[src/rtl/key_event.sv]
// Key event generator: turns a debounced key level into press/release/short/long/repeat pulses and a press count.
// Optional auto-repeat is enabled by defining KEY_EVENT_REPEAT_EN; without it repeat_pulse stays 0.
module key_event #(
    parameter int unsigned    N        = 26,
    parameter logic [N-1:0]   T_LONG   = N'(32'd50_000_000),
    parameter logic [N-1:0]   T_REPEAT = N'(32'd12_500_000),
    parameter int unsigned    CW       = 8
) (
    input  logic          clk,
    input  logic          rst,
    input  logic          din,
    output logic          held,
    output logic          press_pulse,
    output logic          release_pulse,
    output logic          short_pulse,
    output logic          long_pulse,
    output logic          repeat_pulse,
    output logic [CW-1:0] press_cnt
);

    localparam logic [N-1:0] T_MAX = (T_LONG > T_REPEAT) ? T_LONG : T_REPEAT;

    typedef enum logic [1:0] {
        S_IDLE  = 2'd0,
        S_PRESS = 2'd1,
        S_LONG  = 2'd2
    } state_t;

    state_t        state_q, state_d;
    logic [N-1:0]  cnt_q, cnt_d, cnt_inc;
    logic [CW-1:0] press_cnt_q, press_cnt_d;
    logic          held_q, press_q, release_q, short_q, long_q, repeat_q;
    logic          press_d, release_d, short_d, long_d, repeat_d;

    // State, counter and all outputs are registered together
    always_ff @(posedge clk or posedge rst) begin
        if (rst) begin
            state_q     <= S_IDLE;
            cnt_q       <= '0;
            press_cnt_q <= '0;
            held_q      <= 1'b0;
            press_q     <= 1'b0;
            release_q   <= 1'b0;
            short_q     <= 1'b0;
            long_q      <= 1'b0;
            repeat_q    <= 1'b0;
        end else begin
            state_q     <= state_d;
            cnt_q       <= cnt_d;
            press_cnt_q <= press_cnt_d;
            held_q      <= (state_d != S_IDLE);
            press_q     <= press_d;
            release_q   <= release_d;
            short_q     <= short_d;
            long_q      <= long_d;
            repeat_q    <= repeat_d;
        end
    end

    // Next-state, hold counter and pulse decode
    always_comb begin
        state_d     = state_q;
        cnt_d       = cnt_q;
        press_cnt_d = press_cnt_q;
        press_d     = 1'b0;
        release_d   = 1'b0;
        short_d     = 1'b0;
        long_d      = 1'b0;
        repeat_d    = 1'b0;
        cnt_inc     = cnt_q + N'(1);

        case (state_q)
            S_IDLE: begin
                if (din) begin
                    state_d     = S_PRESS;
                    cnt_d       = N'(1);
                    press_d     = 1'b1;
                    press_cnt_d = press_cnt_q + CW'(1);
                end else begin
                    cnt_d = '0;
                end
            end
            S_PRESS: begin
                if (!din) begin
                    state_d   = S_IDLE;
                    release_d = 1'b1;
                    short_d   = 1'b1;
                    cnt_d     = '0;
                end else if (cnt_inc == T_LONG) begin
                    state_d = S_LONG;
                    long_d  = 1'b1;
                    cnt_d   = '0;
                end else begin
                    cnt_d = cnt_inc;
                end
            end
            S_LONG: begin
                if (!din) begin
                    state_d   = S_IDLE;
                    release_d = 1'b1;
                    cnt_d     = '0;
                end else begin
`ifdef KEY_EVENT_REPEAT_EN
                    if (cnt_inc == T_REPEAT) begin
                        repeat_d = 1'b1;
                        cnt_d    = '0;
                    end else begin
                        cnt_d = cnt_inc;
                    end
`else
                    cnt_d = '0;
`endif
                end
            end
            default: begin
                state_d = S_IDLE;
                cnt_d   = '0;
            end
        endcase

        // A counter beyond every threshold can only come from an upset; restart it
        if (cnt_d > T_MAX) begin
            cnt_d = '0;
        end
    end

    assign held          = held_q;
    assign press_pulse   = press_q;
    assign release_pulse = release_q;
    assign short_pulse   = short_q;
    assign long_pulse    = long_q;
    assign repeat_pulse  = repeat_q;
    assign press_cnt     = press_cnt_q;

endmodule

[config.mk]
export PLATFORM = sky130hd
export DESIGN_NAME = key_event
export DESIGN_NICKNAME = d
export VERILOG_FILES = /design/src/rtl/key_event.sv
export SDC_FILE = /design/constraint.sdc
export NUM_CORES = 1
export LEC_CHECK = 0
export CORE_ASPECT_RATIO = 0.5
export CORE_MARGIN = 8
export CORE_UTILIZATION = 60
export DETAILED_ROUTE_END_ITERATION = 7
export PLACE_DENSITY = 0.77
export SYNTH_ARGS = -nofsm -noshare
export SYNTH_HDL_FRONTEND = slang
export SYNTH_SLANG_ARGS = --single-unit
[constraint.sdc]
create_clock -name clk -period 5.85 [get_ports clk]
set_input_delay 0.585 -clock clk [delete_from_list [all_inputs] [get_ports clk]]
set_output_delay 0.585 -clock clk [all_outputs]
set_load 0.005 [all_outputs]
* Yosys cells after proc, flatten, opt, wreduce, memory -nomap -nowiden
Index checks and enable logic that the tools add are counted. Widths: inputs -> output; s select.
Word-level totals: register bits after elaboration 41, input port bits 3, output and inout port bits 14, logic and storage cells 36
Operators by class: add/sub/neg operators 2, magnitude comparators 1, equal/unequal tests 3, multiplexer cells 18, reductions and logical operators 4
Operator list (number):
- $mux 26 | 3
- $pmux 26 s2 | 1
- $add 26x1->26 const B | 1
- $eq 26x26->1 const B | 1
- $gt 26x26->1 const B | 1
- $mux 1 | 9
- $add 8x1->8 const B | 1
- $mux 2 | 4
- $pmux 2 s3 | 1
- $eq 2x1->1 const B | 1
- $eq 2x2->1 const B | 1
- $logic_not 2->1 | 1
- $reduce_and 2->1 | 1
- $reduce_bool 2->1 | 1
- $reduce_or 2->1 | 1

* Longest topological paths before layout
word-level depth 7, depth in mapped cells 11, depth with buffers taken out 9

* Worst setup path before layout
No wires, ideal clock.
path kind register to register, start point register cnt_q[0], end point register cnt_q[16], arrival 2817 ps, data required time 5779 ps, path slack 2962 ps, stages on the path, launching flop included 12, buffers on the path 2, path through dfrtp_1 > ha_1 > nand3_1 > or4_1 > buf_2 > nor3_1 > o221ai_1 > or2_1 > nor4b_2 > o21ai_4 > buf_6 > nor2_1
On the way: cells in the longest elaborated chain, start to end 7
Ends and longest elaborated chain:
- start: declaration | line 30 | logic [N-1:0] cnt_q, cnt_d, cnt_inc;
- start signal: assignment | line 49 | cnt_q <= cnt_d;
- $add 26x1->26 (*) | line 70 | cnt_inc = cnt_q + N'(1);
- $eq 26x26->1 | line 89 | end else if (cnt_inc == T_LONG) begin
- $mux 26 (*) | line 89
- $mux 26 (*) | line 84 | if (!din) begin
- $pmux 26 s2 (*) | line 72 | case (state_q)
- $gt 26x26->1 | line 122 | if (cnt_d > T_MAX) begin
- $mux 26 (*) | line 122
- net cnt_d[16] | line 30
Mark *: on every way through the listed nets, which the timed path passes. The rest lies on a longest branch. A chain may end at the register's enable or synchronous reset.

* Worst setup path after layout
start point register cnt_q[0], end point register cnt_q[20]
Same word-level chain as after synthesis.

==> results.py <==
metrics = {
    "timing": {
        "rsz0062_at_grt": "no",
        "worst_slack_ns": 2.197,
        "slew_viol_final": 0,
        "setup_viol": 0,
        "final.period_utilization": 0.6244,
        "slew_headroom": 0.3739,
        "fin_crit_ns": 3.653,
        "finalHoldViolCount": 0,
        "hold_slack_ns": 0.4752,
        "setup_tns_ns": 0,
        "clock-skew-final_ns": 0.009525,
        "fmax_ghz": 0.2738,
        "worst_pin_slew_ns": 0.9306,
    },
    "cts": {
        "numCtsBuffers": 5,
        "h-tree-depth": 2,
        "tritoncts": "done",
        "cts.sinks": 41,
        "post_cts_resized": 0,
        "clkLatencyLatePin_ns": 0.30,
        "cts_root_buf": "clkbuf_8",
        "post-cts-setup-buffer-count": 0,
        "hold_buffers": 0,
        "cts_buffer_depth": 2,
        "clk_pin_slew_ns": 0.08,
    },
    "route": {
        "drc_errors": 0,
        "ant_nets": 0,
        "wire_per_inst_um": 15.54,
        "num_vias": 1990,
        "drt-initial-drc-count": 151,
        "first_pass_iters": 5,
        "routed_wl_mm": 5.175,
        "vias_per_cell": 5.976,
    },
    "yosys": {
        "synth_warnings": 0,
        "synth_edf_count": 0,
        "yosysSeqAreaShare": 0.4092,
        "ys_seq_elements": 41,
        "syn_avg_cell_area_sq_um": 9.321,
        "synth_top_area_cell": "dfrtp_1",
        "synthesis.nets": 278,
        "syn_area_sq_um": 2507,
        "async_flop_share": 1.000,
        "synth.distinct_cells": 58,
        "syn_inst": 269,
        "yosysTopAreaCellShare": 0.4092,
        "synthFlopType": "dfrtp_1",
        "ys_top_cells_by_area": "dfrtp_1 41%, xnor2_1 5.9%, nor2_1 5.2%",
    },
    "min_path": {
        "hold_class": "flip-flop to flip-flop",
        "hp-start": "press_cnt[7]$_DFFE_PP0P_",
        "hold_end": "press_cnt[7]$_DFFE_PP0P_",
        "hold_depth": 1,
    },
    "setup_path": {
        "r2r_end": "cnt_q[20]$_DFF_PP0_",
        "reg2reg_depth": 9,
        "start_kind": "flip-flop",
        "cp_max_fo": 19,
        "rr_startpoint": "cnt_q[0]$_DFF_PP0_",
        "cp.arrival_ns": 3.90,
        "reg2reg_setup_slack_ns": 2.20,
        "crit_path_end_kind": "flip-flop",
        "critPathKind": "flip-flop to flip-flop",
        "crit_required_ns": 6.09,
    },
    "floorplanning": {
        "dieWidth_um": 107.4,
        "initial_utilization": 0.6326,
        "pin_count": 17,
        "die-height_um": 61.71,
        "num_rows": 16,
        "die-area_sq_um": 6629,
        "core_sq_um": 3964,
    },
    "power": {
        "vdd_drop_max_mv": 0.2394,
        "p_sw_frac": 0.2940,
        "leakagePower_nw": 1.082,
        "power-per-cell-area_nw_per_um2": 284.5,
        "pwr-share-clk": 0.303,
        "sequentialPowerShare": 0.459,
        "p_int_uw": 558.0,
        "p_comb_frac": 0.238,
        "p_sw_uw": 232.3,
    },
    "place": {
        "place_ws_ns": 2.315,
        "place_congestion": 0.9132,
        "io_buffers": 15,
        "place_inst": 325,
        "dpl.hpwl_mm": 3.853,
    },
    "grt": {
        "grt_pass1_vias": 1873,
        "track_usage": 0.1709,
        "grt_pass1_wl_mm": 8.845,
        "grt_overflow": 0,
        "antenna_found_initial": 0,
        "grt_max_degree": 42,
    },
    "finish": {
        "final_nets": 287,
        "final_common_cell": "dfrtp_1",
        "layout-drive-gt1-share": 0.09677,
        "diodes": 0,
        "finalNonFillerCells": 333,
        "layout-area-overhead-vs-synth_pct": 10.78,
        "final_cell_mix": "41 x dfrtp_1, 35 x nor2_1, 19 x nand2_1",
    },
    "outcome": {
        "status": "completed",
    },
    "run": {
        "maxCapViolations": 0,
    },
}
sequential cells by signal (all words and copies together) (netlist names):
signal	count
short_pulse	1
release_pulse	1
held	1
press_cnt	8
long_pulse	1
state_q	2
cnt_q	26
press_pulse	1
worst max-delay path, stage by stage, from the launching register on:
cell      delay, ns
dfrtp_1        0.44
ha_1           0.27
nand3_1        0.21
nor4_1         0.76
a21boi_0       0.27
o221ai_1       0.33
nor2_1         0.08
a222oi_1       0.61
o21ai_4        0.29
o21ba_2        0.32
metal layers:
| metal | vias to the layer above | GRT usage | wire length (um) |
|---|---|---|---|
| met4 | 0 | 0.05859 | 68 |
| met3 | 11 | 0.05658 | 355 |
| li1 | 975 | - | - |
| met1 | 951 | 0.2215 | 2503 |
| met5 | - | 0 | 0 |
| met2 | 53 | 0.2661 | 2247 |
synthesized netlist by cell type, drive strengths merged (2+ instances only):
library cell,count
dfrtp,41
nor2,38
nand2,19
xnor2,17
nand3,14
nor4,13
nand4,12
xor2,11
buf,8
nor2b,8
and3,7
inv,7
clkbuf,6
ha,6
o21ai,6
a211oi,4
a21oi,4
mux2i,4
nor3,4
and2,3
nand2b,3
or4,3
a31oi,2
and4,2
mux2,2
nor4b,2
o22ai,2
o31a,2
o31ai,2
or2,2
power groups by stage:
| stage | logic (mW) | registers [mW] | clock network (mW) |
|---|---|---|---|
| after floorplan | 0.104 | 0.363 | 0 |
| after global placement | 0.183 | 0.366 | 0 |
| after detailed placement | 0.190 | 0.366 | 0 |
| after CTS | 0.191 | 0.362 | 0.248 |
| after global routing | 0.213 | 0.369 | 0.258 |
| final | 0.188 | 0.362 | 0.240 |
worst max-delay path by stage:
stage                  startpoint             endpoint  slack (ns)  cells after the start
3_3_place_gp   cnt_q[0]$_DFF_PP0_  cnt_q[20]$_DFF_PP0_        2.48                      9
2_1_floorplan  cnt_q[0]$_DFF_PP0_  cnt_q[16]$_DFF_PP0_        2.96                     11
6_report       cnt_q[0]$_DFF_PP0_  cnt_q[20]$_DFF_PP0_        2.20                      9
4_1_cts        cnt_q[0]$_DFF_PP0_  cnt_q[20]$_DFF_PP0_        2.26                      9
5_1_grt        cnt_q[1]$_DFF_PP0_  cnt_q[20]$_DFF_PP0_        1.95                      9
3_5_place_dp   cnt_q[0]$_DFF_PP0_  cnt_q[20]$_DFF_PP0_        2.31                      9
per-stage QoR:
stage / util / area (sq um) / total power, mW
after floorplan: - / 2507 / 0.4665
after global placement: 0.6705 / 2658 / 0.5486
after detailed placement: 0.6705 / 2658 / 0.5564
after CTS: 0.7008 / 2778 / 0.8008
after global routing: 0.7008 / 2778 / 0.8393
final: 0.7008 / 2778 / 0.7903
cell families after synthesis:
logic type / Yosys count / share of synthesized area
compound gates: 30 / 0.08833
other cells: 1 / 0.001496
flops: 41 / 0.4092
buf+inv: 21 / 0.04042
xor+xnor: 28 / 0.09780
mux: 6 / 0.02495
simple gates: 136 / 0.3079
fa+ha+maj: 6 / 0.02994
final cells by class:
cell class | instances | area (sq um)
Fill cell | 297 | 1186
Inverter | 7 | 26.28
Timing Repair Buffer | 16 | 157.7
Clock buffer | 6 | 82.58
Multi-Input combinational cell | 207 | 1380
Tap cell | 54 | 67.56
Sequential cell | 41 | 1026
Clock inverter | 2 | 37.54
No activity file was read; power rests on OpenSTA's default activity.
